$ cat config.mk
export PLATFORM = sky130hd
export DESIGN_NAME = ntt_pair_scheduler
export DESIGN_NICKNAME = d
export VERILOG_FILES = /design/src/rtl/ntt_pair_scheduler.sv
export SDC_FILE = /design/constraint.sdc
export NUM_CORES = 1
export LEC_CHECK = 0
export ABC_CLOCK_PERIOD_IN_PS = 13700
export CAP_MARGIN = 10
export CORE_ASPECT_RATIO = 1.25
export CORE_MARGIN = 4
export CORE_UTILIZATION = 40
export DETAILED_ROUTE_END_ITERATION = 16
export GPL_ROUTABILITY_DRIVEN = 0
export HOLD_SLACK_MARGIN = 0.08
export SLEW_MARGIN = 20
export SYNTH_ARGS = -nofsm -noshare
export SYNTH_HDL_FRONTEND = slang
export SYNTH_SLANG_ARGS = --single-unit
$ cat constraint.sdc
create_clock -name clk -period 13.7 [get_ports clk]
set_clock_uncertainty 0.2 [all_clocks]
set_input_delay 2.055 -clock clk [delete_from_list [all_inputs] [get_ports clk]]
set_output_delay 2.055 -clock clk [all_outputs]
set_load 0.05 [all_outputs]
$ cat src/rtl/ntt_pair_scheduler.sv
`default_nettype none
// ============================================================================
// Module   : ntt_pair_scheduler
// Purpose  : Walks every radix-2 NTT/INTT stage, issuing two butterfly
//            descriptors per accepted cycle, with a drain barrier per stage.
// Revision : 1.0 - initial release
// ============================================================================
module ntt_pair_scheduler #(
  parameter int N     = 256,
  parameter int LOG_N = $clog2(N)
) (
  input  logic             clk,
  input  logic             reset_n,
  input  logic             start,
  input  logic             is_intt,
  input  logic             pipe_idle,
  output logic             out_valid,
  input  logic             out_ready,
  output logic [LOG_N-1:0] out_idx_a0,
  output logic [LOG_N-1:0] out_idx_b0,
  output logic [LOG_N-1:0] out_idx_a1,
  output logic [LOG_N-1:0] out_idx_b1,
  output logic [LOG_N-1:0] out_tf0,
  output logic [LOG_N-1:0] out_tf1,
  output logic [7:0]       out_stage,
  output logic             out_is_intt,
  output logic             out_last,
  output logic             busy,
  output logic             done
);

  typedef enum logic [1:0] {S_IDLE, S_ISSUE, S_DRAIN, S_DONE} state_e;

  typedef struct packed {
    logic [LOG_N-1:0] a;
    logic [LOG_N-1:0] b;
    logic [LOG_N-1:0] tf;
  } bfly_t;

  localparam logic [LOG_N-1:0] C_ONE        = LOG_N'(1);
  localparam logic [LOG_N-1:0] C_TWO        = LOG_N'(2);
  localparam logic [LOG_N-1:0] C_ALL1       = '1;
  localparam logic [LOG_N-1:0] C_HALF       = LOG_N'(N / 2);
  localparam logic [LOG_N-1:0] C_LAST_P     = LOG_N'(N / 2 - 2);
  localparam logic [7:0]       C_LAST_STAGE = 8'(LOG_N - 1);

  // (N-1) >> e equals (N >> e) - 1 for power-of-two N, keeping the inverse
  // twiddle inside LOG_N bits.
  function automatic bfly_t f_bfly(input logic [7:0] stage, input logic [LOG_N-1:0] q,
                                   input logic intt);
    logic [7:0]       e;
    logic [LOG_N-1:0] len;
    logic [LOG_N-1:0] g;
    logic [LOG_N-1:0] j;
    bfly_t            r;
    e    = intt ? stage : (C_LAST_STAGE - stage);
    len  = C_ONE << e;
    g    = q >> e;
    j    = (g << (e + 8'd1)) | (q & (len - C_ONE));
    r.a  = j;
    r.b  = j + len;
    r.tf = intt ? ((C_ALL1 >> e) - g) : ((C_HALF >> e) + g);
    return r;
  endfunction

  state_e           state_q;
  logic [7:0]       stage_q, stage_d;
  logic [LOG_N-1:0] p_q, p_d;
  logic             mode_q, mode_d;
  logic             load_d;
  logic             valid_q, last_q, busy_q, done_q;
  logic [LOG_N-1:0] a0_q, b0_q, a1_q, b1_q, tf0_q, tf1_q;
  bfly_t            bf0_d, bf1_d;

  // Selects the (stage, pair, mode) of the descriptor loaded at the next edge.
  always_comb begin
    stage_d = stage_q;
    p_d     = p_q;
    mode_d  = mode_q;
    load_d  = 1'b0;
    case (state_q)
      S_IDLE: begin
        stage_d = '0;
        p_d     = '0;
        mode_d  = is_intt;
        load_d  = start;
      end
      S_ISSUE: begin
        p_d    = p_q + C_TWO;
        load_d = out_ready && !last_q;
      end
      S_DRAIN: begin
        stage_d = stage_q + 8'd1;
        p_d     = '0;
        load_d  = pipe_idle && (stage_q != C_LAST_STAGE);
      end
      default: ;
    endcase
  end

  assign bf0_d = f_bfly(stage_d, p_d, mode_d);
  assign bf1_d = f_bfly(stage_d, p_d + C_ONE, mode_d);

  always_ff @(posedge clk or negedge reset_n) begin
    if (!reset_n) begin
      state_q <= S_IDLE;
      stage_q <= '0;
      p_q     <= '0;
      mode_q  <= 1'b0;
      valid_q <= 1'b0;
      last_q  <= 1'b0;
      busy_q  <= 1'b0;
      done_q  <= 1'b0;
      a0_q    <= '0;
      b0_q    <= '0;
      a1_q    <= '0;
      b1_q    <= '0;
      tf0_q   <= '0;
      tf1_q   <= '0;
    end else begin
      done_q <= 1'b0;
      if (load_d) begin
        stage_q <= stage_d;
        p_q     <= p_d;
        mode_q  <= mode_d;
        valid_q <= 1'b1;
        busy_q  <= 1'b1;
        last_q  <= (p_d == C_LAST_P);
        a0_q    <= bf0_d.a;
        b0_q    <= bf0_d.b;
        tf0_q   <= bf0_d.tf;
        a1_q    <= bf1_d.a;
        b1_q    <= bf1_d.b;
        tf1_q   <= bf1_d.tf;
      end
      case (state_q)
        S_IDLE: begin
          if (start) state_q <= S_ISSUE;
        end
        S_ISSUE: begin
          if (out_ready && last_q) begin
            state_q <= S_DRAIN;
            valid_q <= 1'b0;
            last_q  <= 1'b0;
          end
        end
        S_DRAIN: begin
          if (pipe_idle) begin
            if (stage_q == C_LAST_STAGE) begin
              state_q <= S_DONE;
              done_q  <= 1'b1;
            end else begin
              state_q <= S_ISSUE;
            end
          end
        end
        S_DONE: begin
          state_q <= S_IDLE;
          busy_q  <= 1'b0;
        end
        default: state_q <= S_IDLE;
      endcase
    end
  end

  assign out_valid   = valid_q;
  assign out_idx_a0  = a0_q;
  assign out_idx_b0  = b0_q;
  assign out_idx_a1  = a1_q;
  assign out_idx_b1  = b1_q;
  assign out_tf0     = tf0_q;
  assign out_tf1     = tf1_q;
  assign out_stage   = stage_q;
  assign out_is_intt = mode_q;
  assign out_last    = last_q;
  assign busy        = busy_q;
  assign done        = done_q;

endmodule
`default_nettype wire

# Word level (Yosys, flattened, before mapping)
# Cells that the tools add are included.
[word_totals]
register_bits = 71
elab_cells = 77
[op_classes]
n_addsub = 12
n_eq_ne = 9
shift = 7
n_mux = 23
bitwise_logic = 4
reduce_logical = 8
[op_table]
columns = ["operator", "count"]
rows = [
  ["adder 8 bit", 4],
  ["case mux 8 bit (2 select lines)", 2],
  ["adder 8 x 1 -> 8 bit (second input constant)", 3],
  ["2-to-1 mux 8 bit", 3],
  ["AND 8 bit", 2],
  ["OR 8 bit", 2],
  ["left shift 8 x 8 -> 8 bit", 2],
  ["right shift 8 x 8 -> 8 bit", 2],
  ["right shift 8 x 8 -> 8 bit (first input constant)", 2],
  ["subtractor 8 bit", 2],
  ["2-to-1 mux 1 bit", 12],
  ["adder 8 x 2 -> 8 bit (second input constant)", 1],
  ["== test 8 x 3 -> 1 bit (second input constant)", 1],
  ["== test 8 x 7 -> 1 bit (second input constant)", 1],
  ["2-to-1 mux 2 bit", 4],
  ["inequality test 8 x 3 -> 1 bit (second input constant)", 1],
  ["case mux 2 bit (4 select lines)", 1],
  ["left shift 1 x 8 -> 8 bit (first input constant)", 1],
  ["subtractor 3 x 8 -> 8 bit (first input constant)", 1],
  ["subtractor 8 x 1 -> 8 bit (second input constant)", 1],
  ["inequality test 2 bit (second input constant)", 3],
  ["== test 2 bit (second input constant)", 2],
  ["logical AND 1 bit", 3],
  ["case mux 1 bit (3 select lines)", 1],
  ["6 further kinds", 6],
]

# Logic depth before layout (Yosys ltp)
# Gate-level depths: netlist of run 1.
[depth]
ltp_word = 9
depth_mapped = 28
mapped_depth_nobuf = 24

# Least setup slack after synthesis of run 1
# Ideal clock, no wire load.
[synth_path]
kind = "input -> register"
startpoint = "input port is_intt"
endpoint = "register b1_q[7] (netlist: out_idx_b1[7])"
setup_time_ns = 0.123
arrival_time_ns = 6.336
required_time_ns = 13.377
slack_ns = 7.042
cell_stages = 21
path_buffers = 4
cell_sequence = "nor2b_1 o21ai_1 nand2_1 inv_1 buf_2 buf_1 ha_1 clkbuf_1 inv_1 clkbuf_1 mux2_2 o22ai_1 ha_1 a21oi_1 o21bai_1 a21oi_1 o21bai_1 a21oi_1 xnor2_1 a2111o_1 o221a_2"
[synth_lines]
columns = ["element", "line_no", "source"]
rows = [
  ["start, declared", "15", "input logic is_intt,"],
  ["end signal, assigned", "133", "b1_q <= bf1_d.b;"],
  ["end, declared", "72", "logic [LOG_N-1:0] a0_q, b0_q, a1_q, b1_q, tf0_q, tf1_q;"],
]

==> results.sh, run 1 <==
export IMPL_timing_hold_worst_path_depth=2
export IMPL_power_internal_mw=0.608
export IMPL_min_period_over_period_pct=57.6
export IMPL_endpoint_of_the_worst_hold_path="out_idx_b1[1]"
export IMPL_ff2ff_setup_slack_ns=7.04
export IMPL_cpMaxStageDelayCell="inv_1"
export IMPL_first_global_vias=6340
export IMPL_worstRegToRegCells=24
export IMPL_cts_num_sinks=71
export IMPL_drt_wl_cell_um=18.5
export IMPL_io_pin_count=67
export IMPL_row_count=53
export IMPL_synth_ff_latch_count=71
export IMPL_synth_distinct_cells=90
export IMPL_vdd_ir_drop_max_mv=0.111
export IMPL_setup_viol=0
export IMPL_multi_input_comb_area_mm2=0.00473
export IMPL_grt_usage_pct=21.6
export IMPL_core_region_area_mm2=0.0168
export IMPL_detailroute_via_count=6539
export IMPL_fp_dieArea_mm2=0.0194
export IMPL_detailed_place_area_mm2=0.00769
export IMPL_postCtsSetupBuffers=0
export IMPL_accumulated_negative_setup_slack_ns=0
export IMPL_antennaDiodeCount=0
export IMPL_detail_route_vias_per_cell=5.81
export IMPL_clk_path_buf_depth=2
export IMPL_outcome="finished clean"
export IMPL_worst_path_largest_cell_delay_ns=0.85
export IMPL_synthesis_area_per_instance_um2=7.96
export IMPL_number_of_buffers_created_by_cts=9
export IMPL_sw_frac_of_total_pct=49.4
export IMPL_post_synth_instance_area_mm2=0.00688
export IMPL_final_util_pct=47.3
export IMPL_comb_power_share_pct=55.8
export IMPL_place_port_buffers=66
export IMPL_critical_path_n_buffers_inverters=2
export IMPL_totalWireLength_um=20800
export IMPL_relSlewSlack_pct=31.2
export IMPL_synth_edff_count=0
export IMPL_worstSetupStartpointType="primary input"
export IMPL_tritoncts="built"
export IMPL_post_route_cells_drive_above_1_share_pct=8.95
export IMPL_worstSetupEndpointType="flip-flop"
export IMPL_layout_setup_ws_ns=5.81
export IMPL_detailedPlace_worstSlack_ns=5.62
export IMPL_ctsResizeCount=0
export IMPL_critical_path_startpoint="is_intt"
export IMPL_clk_latency_ns=0.35
export IMPL_sequential_cell_area_mm2=0.00178
export IMPL_power_frac_clock_pct=19.5
export IMPL_grt_max_degree=72
export IMPL_max_slew_worst_pin_slew_ns=1.02
export IMPL_cellPowerDensity_mw_per_mm2=151
export IMPL_hp_start="out_idx_b1[1]"
export IMPL_regToRegStartpoint="state_q[0]"
export IMPL_synth_net_count=925
export IMPL_dr_first_iter_drc_count=666
export IMPL_maxCapViolCount=0
export IMPL_first_pass_iters=5
export IMPL_initial_utilization_pct=40.9
export IMPL_crit_path_cell_trace="clkdlybuf4s50_1 -> nor2b_1 -> o21ai_1 -> nand2_1 -> inv_1 -> a21oi_1 -> o32ai_1 -> a21oi_1 -> a211oi_1 -> nand2_1 -> o21ai_0 -> ha_1 -> a21o_1 -> a21oi_1 -> o21bai_1 -> a21oi_1 -> o21bai_1 -> a21o_1 -> a2111o_1 -> mux2i_1 -> nor3_1"
export IMPL_overall_power_consumption_mw=1.20
export IMPL_power_leakage_nw=3.37
export IMPL_timing_setup_critical_path_class="in -> reg"
export IMPL_crit_fanout=26
export IMPL_place_hpwl_um=15500
export IMPL_die_height_um=155
export IMPL_h_tree_depth=3
export IMPL_seq_area_frac_synth_pct=25.8
export IMPL_globalRouteOverflowTotal=0
export IMPL_hold_path_class="reg -> reg"
export IMPL_share_seq_of_total_power_pct=24.7
export IMPL_layout_filler_cells=1738
export IMPL_path_delay_family="compound AO/OA/AOI/OAI gates"
export IMPL_stdcell_area_mm2=0.00797
export IMPL_crit_top_cell="a21oi_1"
export IMPL_synth_main_ff_cell="dfrtp_1"
export IMPL_number_of_antenna_violations_at_the_first_check_in_global_routing=0
export IMPL_post_cts_hold_buffer_count=0
export IMPL_timing_final_crit_period_ns=7.89
export IMPL_async_flop_share_pct=100
export IMPL_slew_violations=0
export IMPL_crit_reg2reg_capture="out_idx_b0[7]"
export IMPL_global_route_wire_length_before_repair_um=33900
export IMPL_route_antenna_remaining_nets=0
export IMPL_yosys_warnings=0
export IMPL_detail_route_drc_violations=0
export IMPL_final_net_count=961
export IMPL_p_switching_mw=0.593
export IMPL_floorplan_die_width_um=125
export IMPL_ctsRootBufferMaster="clkbuf_16"
export IMPL_worstPathArrival_ns=7.94
export IMPL_post_cts_clock_slew_at_the_launch_and_capture_registers_of_the_worst_setup_and_hold_paths_ns=0.07
export IMPL_unrepaired_setup_endpoints_after_global_routing="no"
export IMPL_cp_required_ns=13.74
export IMPL_f_max_ghz=0.127
export IMPL_synth_cells=864
export IMPL_timing_hold_violations_final=0
export IMPL_area_growth_syn_to_layout_pct=15.9
-- per-layer routing --
metal	up-vias	wire length, um	GRT usage [%]
met5	-	0	0
met4	0	1190	11.9
met2	285	9250	33.6
met3	81	1220	3.42
met1	2971	9120	28.6
li1	3202	-	-
-- worst register-to-register path, stage by stage, from the launching register on --
cell      delay (ns)
dfrtp_1         0.36
buf_4           0.24
nand2b_1        0.33
o32ai_2         0.26
buf_4           0.30
inv_2           0.18
ha_1            0.26
a31oi_1         0.17
xor2_1          0.24
and4_1          0.65
nand2_1         0.29
nor2_1          0.31
nand2_1         0.18
ha_1            0.37
o21ai_0         0.41
ha_1            0.32
a21o_1          0.16
a21oi_1         0.21
o21bai_1        0.09
a21oi_1         0.23
o21bai_1        0.09
a21o_1          0.21
a2111o_1        0.29
mux2i_1         0.14
nor3_1          0.07
-- area by class of cell --
type | instances | area share (%)
inverter | 46 | 2.17
clock buffer | 9 | 2.82
timing repair buffer | 76 | 9.20
sequential | 71 | 22.3
clock inverter | 7 | 0.769
tap | 220 | 3.45
multi-input combinational | 696 | 59.3
-- flip-flops by register name, indices dropped and copies added (netlist names) --
name,count
out_idx_a0,8
out_tf1,8
out_idx_b1,8
busy,1
out_idx_b0,8
done,1
out_idx_a1,8
out_is_intt,1
state_q,2
out_valid,1
out_tf0,8
p_q,8
out_last,1
out_stage,8
-- cells by family after synthesis --
kind of cell / count (synthesis) / synth area share [%]
flops: 71 / 25.8
buf+inv: 97 / 5.76
simple gates: 295 / 21.3
xor+xnor: 45 / 5.73
fa+ha+maj: 55 / 10.7
mux: 29 / 4.84
compound gates: 272 / 25.9
-- cell usage after synthesis, types with 4 or more instances --
cell,number,area share [%]
nand2_1,95,5.2
nor2_1,86,4.7
a21oi_1,76,5.5
dfrtp_1,71,26
o21ai_0,62,4.5
ha_1,49,8.9
inv_1,43,2.3
xnor2_1,32,4.1
clkbuf_1,28,1.5
nand3_1,18,1.3
mux2_2,17,2.8
a21o_1,16,1.7
buf_2,16,1.2
nor2b_1,16,1.5
o22ai_1,15,1.4
xor2_1,13,1.7
a31oi_1,12,1.1
nor3_1,12,0.87
a211oi_1,10,1.1
o21bai_1,10,1.1
nand2b_1,9,0.82
nand4_1,9,0.82
nor4_1,9,0.82
mux2i_1,7,1.0
or3_1,7,0.64
fa_1,6,1.7
and2_1,5,0.45
o211ai_1,5,0.55
o21ai_1,5,0.36
o31ai_1,5,0.55
and3_1,4,0.36
buf_1,4,0.22
o21a_1,4,0.44
o32ai_1,4,0.51
-- worst max-delay path by stage --
stage               endpoint  slack (ns)  depth (start not counted)
6_report       out_idx_b0[7]        5.81                         21
2_1_floorplan  out_idx_b1[7]        7.04                         21
3_3_place_gp   out_idx_b0[7]        5.69                         21
3_5_place_dp   out_idx_b0[7]        5.62                         21
4_1_cts        out_idx_b0[7]        5.97                         21
5_1_grt        out_idx_b0[7]        5.43                         21
-- power by group through the flow --
| stage | clock [mW] | sequential [mW] | combinational, mW |
|---|---|---|---|
| detailed placement | 0 | 0.301 | 0.661 |
| CTS | 0.240 | 0.298 | 0.665 |
| global route | 0.250 | 0.305 | 0.718 |
| floorplan | 0 | 0.429 | 0.339 |
| global placement | 0 | 0.301 | 0.664 |
| finish | 0.234 | 0.297 | 0.670 |
-- metrics by stage --
stage / hold slack, ns / instances
after CTS: 0.275 / 1125
after detailed placement: 0.260 / 1109
final: 0.271 / 1125
after global placement: 0.259 / 1109
after global routing: 0.299 / 1125
after floorplan: 0.265 / 864
-- layout by cell type, fill, tap and decap left out, drive strengths merged, types with 14 or more instances in the layout --
cell type and count:
nand2 96, nor2 86, a21oi 76, dfrtp 71, o21ai 67, clkdlybuf4s50 65
inv 51, ha 49, xnor2 32, nand3 20, mux2 19, nor2b 16
a21o 16, o22ai 15, a31oi 14
Note: power is estimated with default switching activity, not from simulation.
==> inputs of run 2 (changes only) <==
--- a/config.mk
+++ b/config.mk
@@ -5,7 +5,7 @@
 export SDC_FILE = /design/constraint.sdc
 export NUM_CORES = 1
 export LEC_CHECK = 0
-export ABC_CLOCK_PERIOD_IN_PS = 13700
+export ABC_CLOCK_PERIOD_IN_PS = 7700
 export CAP_MARGIN = 10
 export CORE_ASPECT_RATIO = 1.25
 export CORE_MARGIN = 4
==> constraint.sdc (replaced) <==
create_clock -name clk -period 7.7 [get_ports clk]
set_clock_uncertainty 0.2 [all_clocks]
set_input_delay 1.155 -clock clk [delete_from_list [all_inputs] [get_ports clk]]
set_output_delay 1.155 -clock clk [all_outputs]
set_load 0.05 [all_outputs]
==> run 2 against run 1 <==
Against the previous run:
- design area increased by 0.67%
- first-iteration DRC count rose by 16%
- sequential share of layout area is 0.15 points lower
- global-route usage rose by 0.32 points
- sequential power up 78%
- flip-flop and latch count is the same
- setup slack worse by 4.5 ns
- wire length rose by 1.4%
- core utilization grew 0.32 points
- worst hold slack lost 0.0051 ns
- total power up 79%
- clock power grew 76%
- highest routed layer unchanged
==> results.sh, run 2 (same netlist as run 1, synthesis figures left out) <==
export IMPL_dr_first_iter_drc_count=770
export IMPL_cellPowerDensity_mw_per_mm2=268
export IMPL_overall_power_consumption_mw=2.15
export IMPL_detail_route_vias_per_cell=5.89
export IMPL_detailed_place_area_mm2=0.00774
export IMPL_area_growth_syn_to_layout_pct=16.6
export IMPL_max_slew_worst_pin_slew_ns=0.967
export IMPL_post_cts_clock_slew_at_the_launch_and_capture_registers_of_the_worst_setup_and_hold_paths_ns=0.06
export IMPL_layout_filler_cells=1693
export IMPL_timing_final_crit_period_ns=6.44
export IMPL_fp_dieArea_mm2=0.0194
export IMPL_crit_fanout=26
export IMPL_totalWireLength_um=21100
export IMPL_accumulated_negative_setup_slack_ns=0
export IMPL_detailroute_via_count=6663
export IMPL_hp_start="out_idx_b1[0]"
export IMPL_hold_path_class="reg -> reg"
export IMPL_h_tree_depth=3
export IMPL_worst_path_largest_cell_delay_ns=0.66
export IMPL_post_cts_hold_buffer_count=0
export IMPL_grt_usage_pct=21.9
export IMPL_detail_route_drc_violations=0
export IMPL_cpMaxStageDelayCell="inv_1"
export IMPL_grt_max_degree=72
export IMPL_first_pass_iters=6
export IMPL_io_pin_count=67
export IMPL_post_route_cells_drive_above_1_share_pct=9.65
export IMPL_finalHoldWorstSlack_ns=0.266
export IMPL_first_global_vias=6457
export IMPL_number_of_antenna_violations_at_the_first_check_in_global_routing=0
export IMPL_ctsResizeCount=0
export IMPL_antennaDiodeCount=0
export IMPL_row_count=53
export IMPL_f_max_ghz=0.155
export IMPL_worstPathArrival_ns=6.48
export IMPL_route_antenna_remaining_nets=0
export IMPL_ctsRootBufferMaster="clkbuf_16"
export IMPL_globalRouteOverflowTotal=0
export IMPL_final_cell_mix="nand2_1, nor2_1, a21oi_1"
export IMPL_core_region_area_mm2=0.0168
export IMPL_tritoncts="built"
export IMPL_setup_viol=0
export IMPL_final_util_pct=47.7
export IMPL_crit_top_cell="a21oi_1"
export IMPL_postCtsSetupBuffers=0
export IMPL_die_height_um=155
export IMPL_endpoint_of_the_worst_hold_path="out_idx_b1[0]"
export IMPL_maxCapViolCount=0
export IMPL_outcome="finished clean"
export IMPL_path_depth=21
export IMPL_cp_required_ns=7.74
export IMPL_drt_wl_cell_um=18.6
export IMPL_unrepaired_setup_endpoints_after_global_routing="no"
export IMPL_timing_hold_violations_final=0
export IMPL_clk_latency_ns=0.35
export IMPL_timing_setup_critical_path_class="in -> reg"
export IMPL_worstRegToRegCells=24
export IMPL_stdcell_area_mm2=0.00803
export IMPL_ff2ff_setup_slack_ns=1.28
export IMPL_worstSetupEndpointType="flip-flop"
export IMPL_crit_path_cell_trace="clkdlybuf4s50_1 -> nor2b_1 -> o21ai_1 -> nand2_1 -> buf_4 -> inv_1 -> a211oi_1 -> a211oi_1 -> o22ai_1 -> o31ai_1 -> mux2_2 -> o22ai_1 -> ha_1 -> a21oi_1 -> o21bai_1 -> a21oi_1 -> o21bai_1 -> a21oi_1 -> xnor2_1 -> a2111o_1 -> o221a_2"
export IMPL_clk_path_buf_depth=2
export IMPL_path_delay_family="compound AO/OA/AOI/OAI gates"
export IMPL_timing_hold_worst_path_depth=2
export IMPL_final_net_count=968
export IMPL_final_common_cell="nand2_1"
export IMPL_critical_path_n_buffers_inverters=3
export IMPL_place_hpwl_um=15600
export IMPL_cts_num_sinks=71
export IMPL_initial_utilization_pct=40.9
export IMPL_worstSetupStartpointType="primary input"
export IMPL_number_of_buffers_created_by_cts=9
export IMPL_relSlewSlack_pct=35.0
export IMPL_crit_reg2reg_capture="out_idx_b1[7]"
export IMPL_place_port_buffers=66
export IMPL_floorplan_die_width_um=125
export IMPL_regToRegStartpoint="state_q[0]"
export IMPL_power_leakage_nw=3.41
export IMPL_global_route_wire_length_before_repair_um=34400
export IMPL_min_period_over_period_pct=83.7
export IMPL_vdd_ir_drop_max_mv=0.187
export IMPL_slew_violations=0
==> run 2: cell type report <==
cell class,count,area [um2],area share (%)
multi-input cells,696,4730,58.9
flip-flops and latches,71,1780,22.1
repair buffers,83,786,9.79
well taps,220,275,3.43
clock buffers,9,225,2.81
inverters,46,173,2.15
clock inverters,7,62.6,0.779
==> run 2: per-stage QoR <==
stage	cells	setup WS [ns]
floorplan	864	1.78
global placement	1116	0.947
detailed placement	1116	0.965
CTS	1132	1.33
global route	1132	0.771
finish	1132	1.26
==> run 2: worst max path at each step <==
stage | from | endpoint
final | is_intt | out_idx_b1[7]
after floorplan | out_stage[0] | out_idx_b1[7]
after CTS | is_intt | out_idx_b1[7]
after global routing | state_q[0] | out_idx_b1[7]
after global placement | is_intt | out_idx_b1[7]
after detailed placement | is_intt | out_idx_b1[7]
==> run 2: power by group <==
group | total (mW) | internal, mW | switching (mW)
Clock | 0.412 | 0.225 | 0.187
Combinational | 1.21 | 0.408 | 0.802
Sequential | 0.528 | 0.455 | 0.0730
Total | 2.15 | 1.09 | 1.06
==> run 2: tightest hold or removal path, stage by stage (launching register included) <==
cell	delay (ns)
dfrtp_1	0.34
nand2_1	0.05
nand2_1	0.05
==> run 2: per-layer routing <==
layer | track usage, % | share of wire, % | up-vias
li1 | - | - | 3199
met1 | 28.5 | 44 | 3112
met2 | 34.3 | 45 | 288
met3 | 4.25 | 6.7 | 64
met4 | 11.7 | 5.3 | 0
met5 | 0 | 0 | -
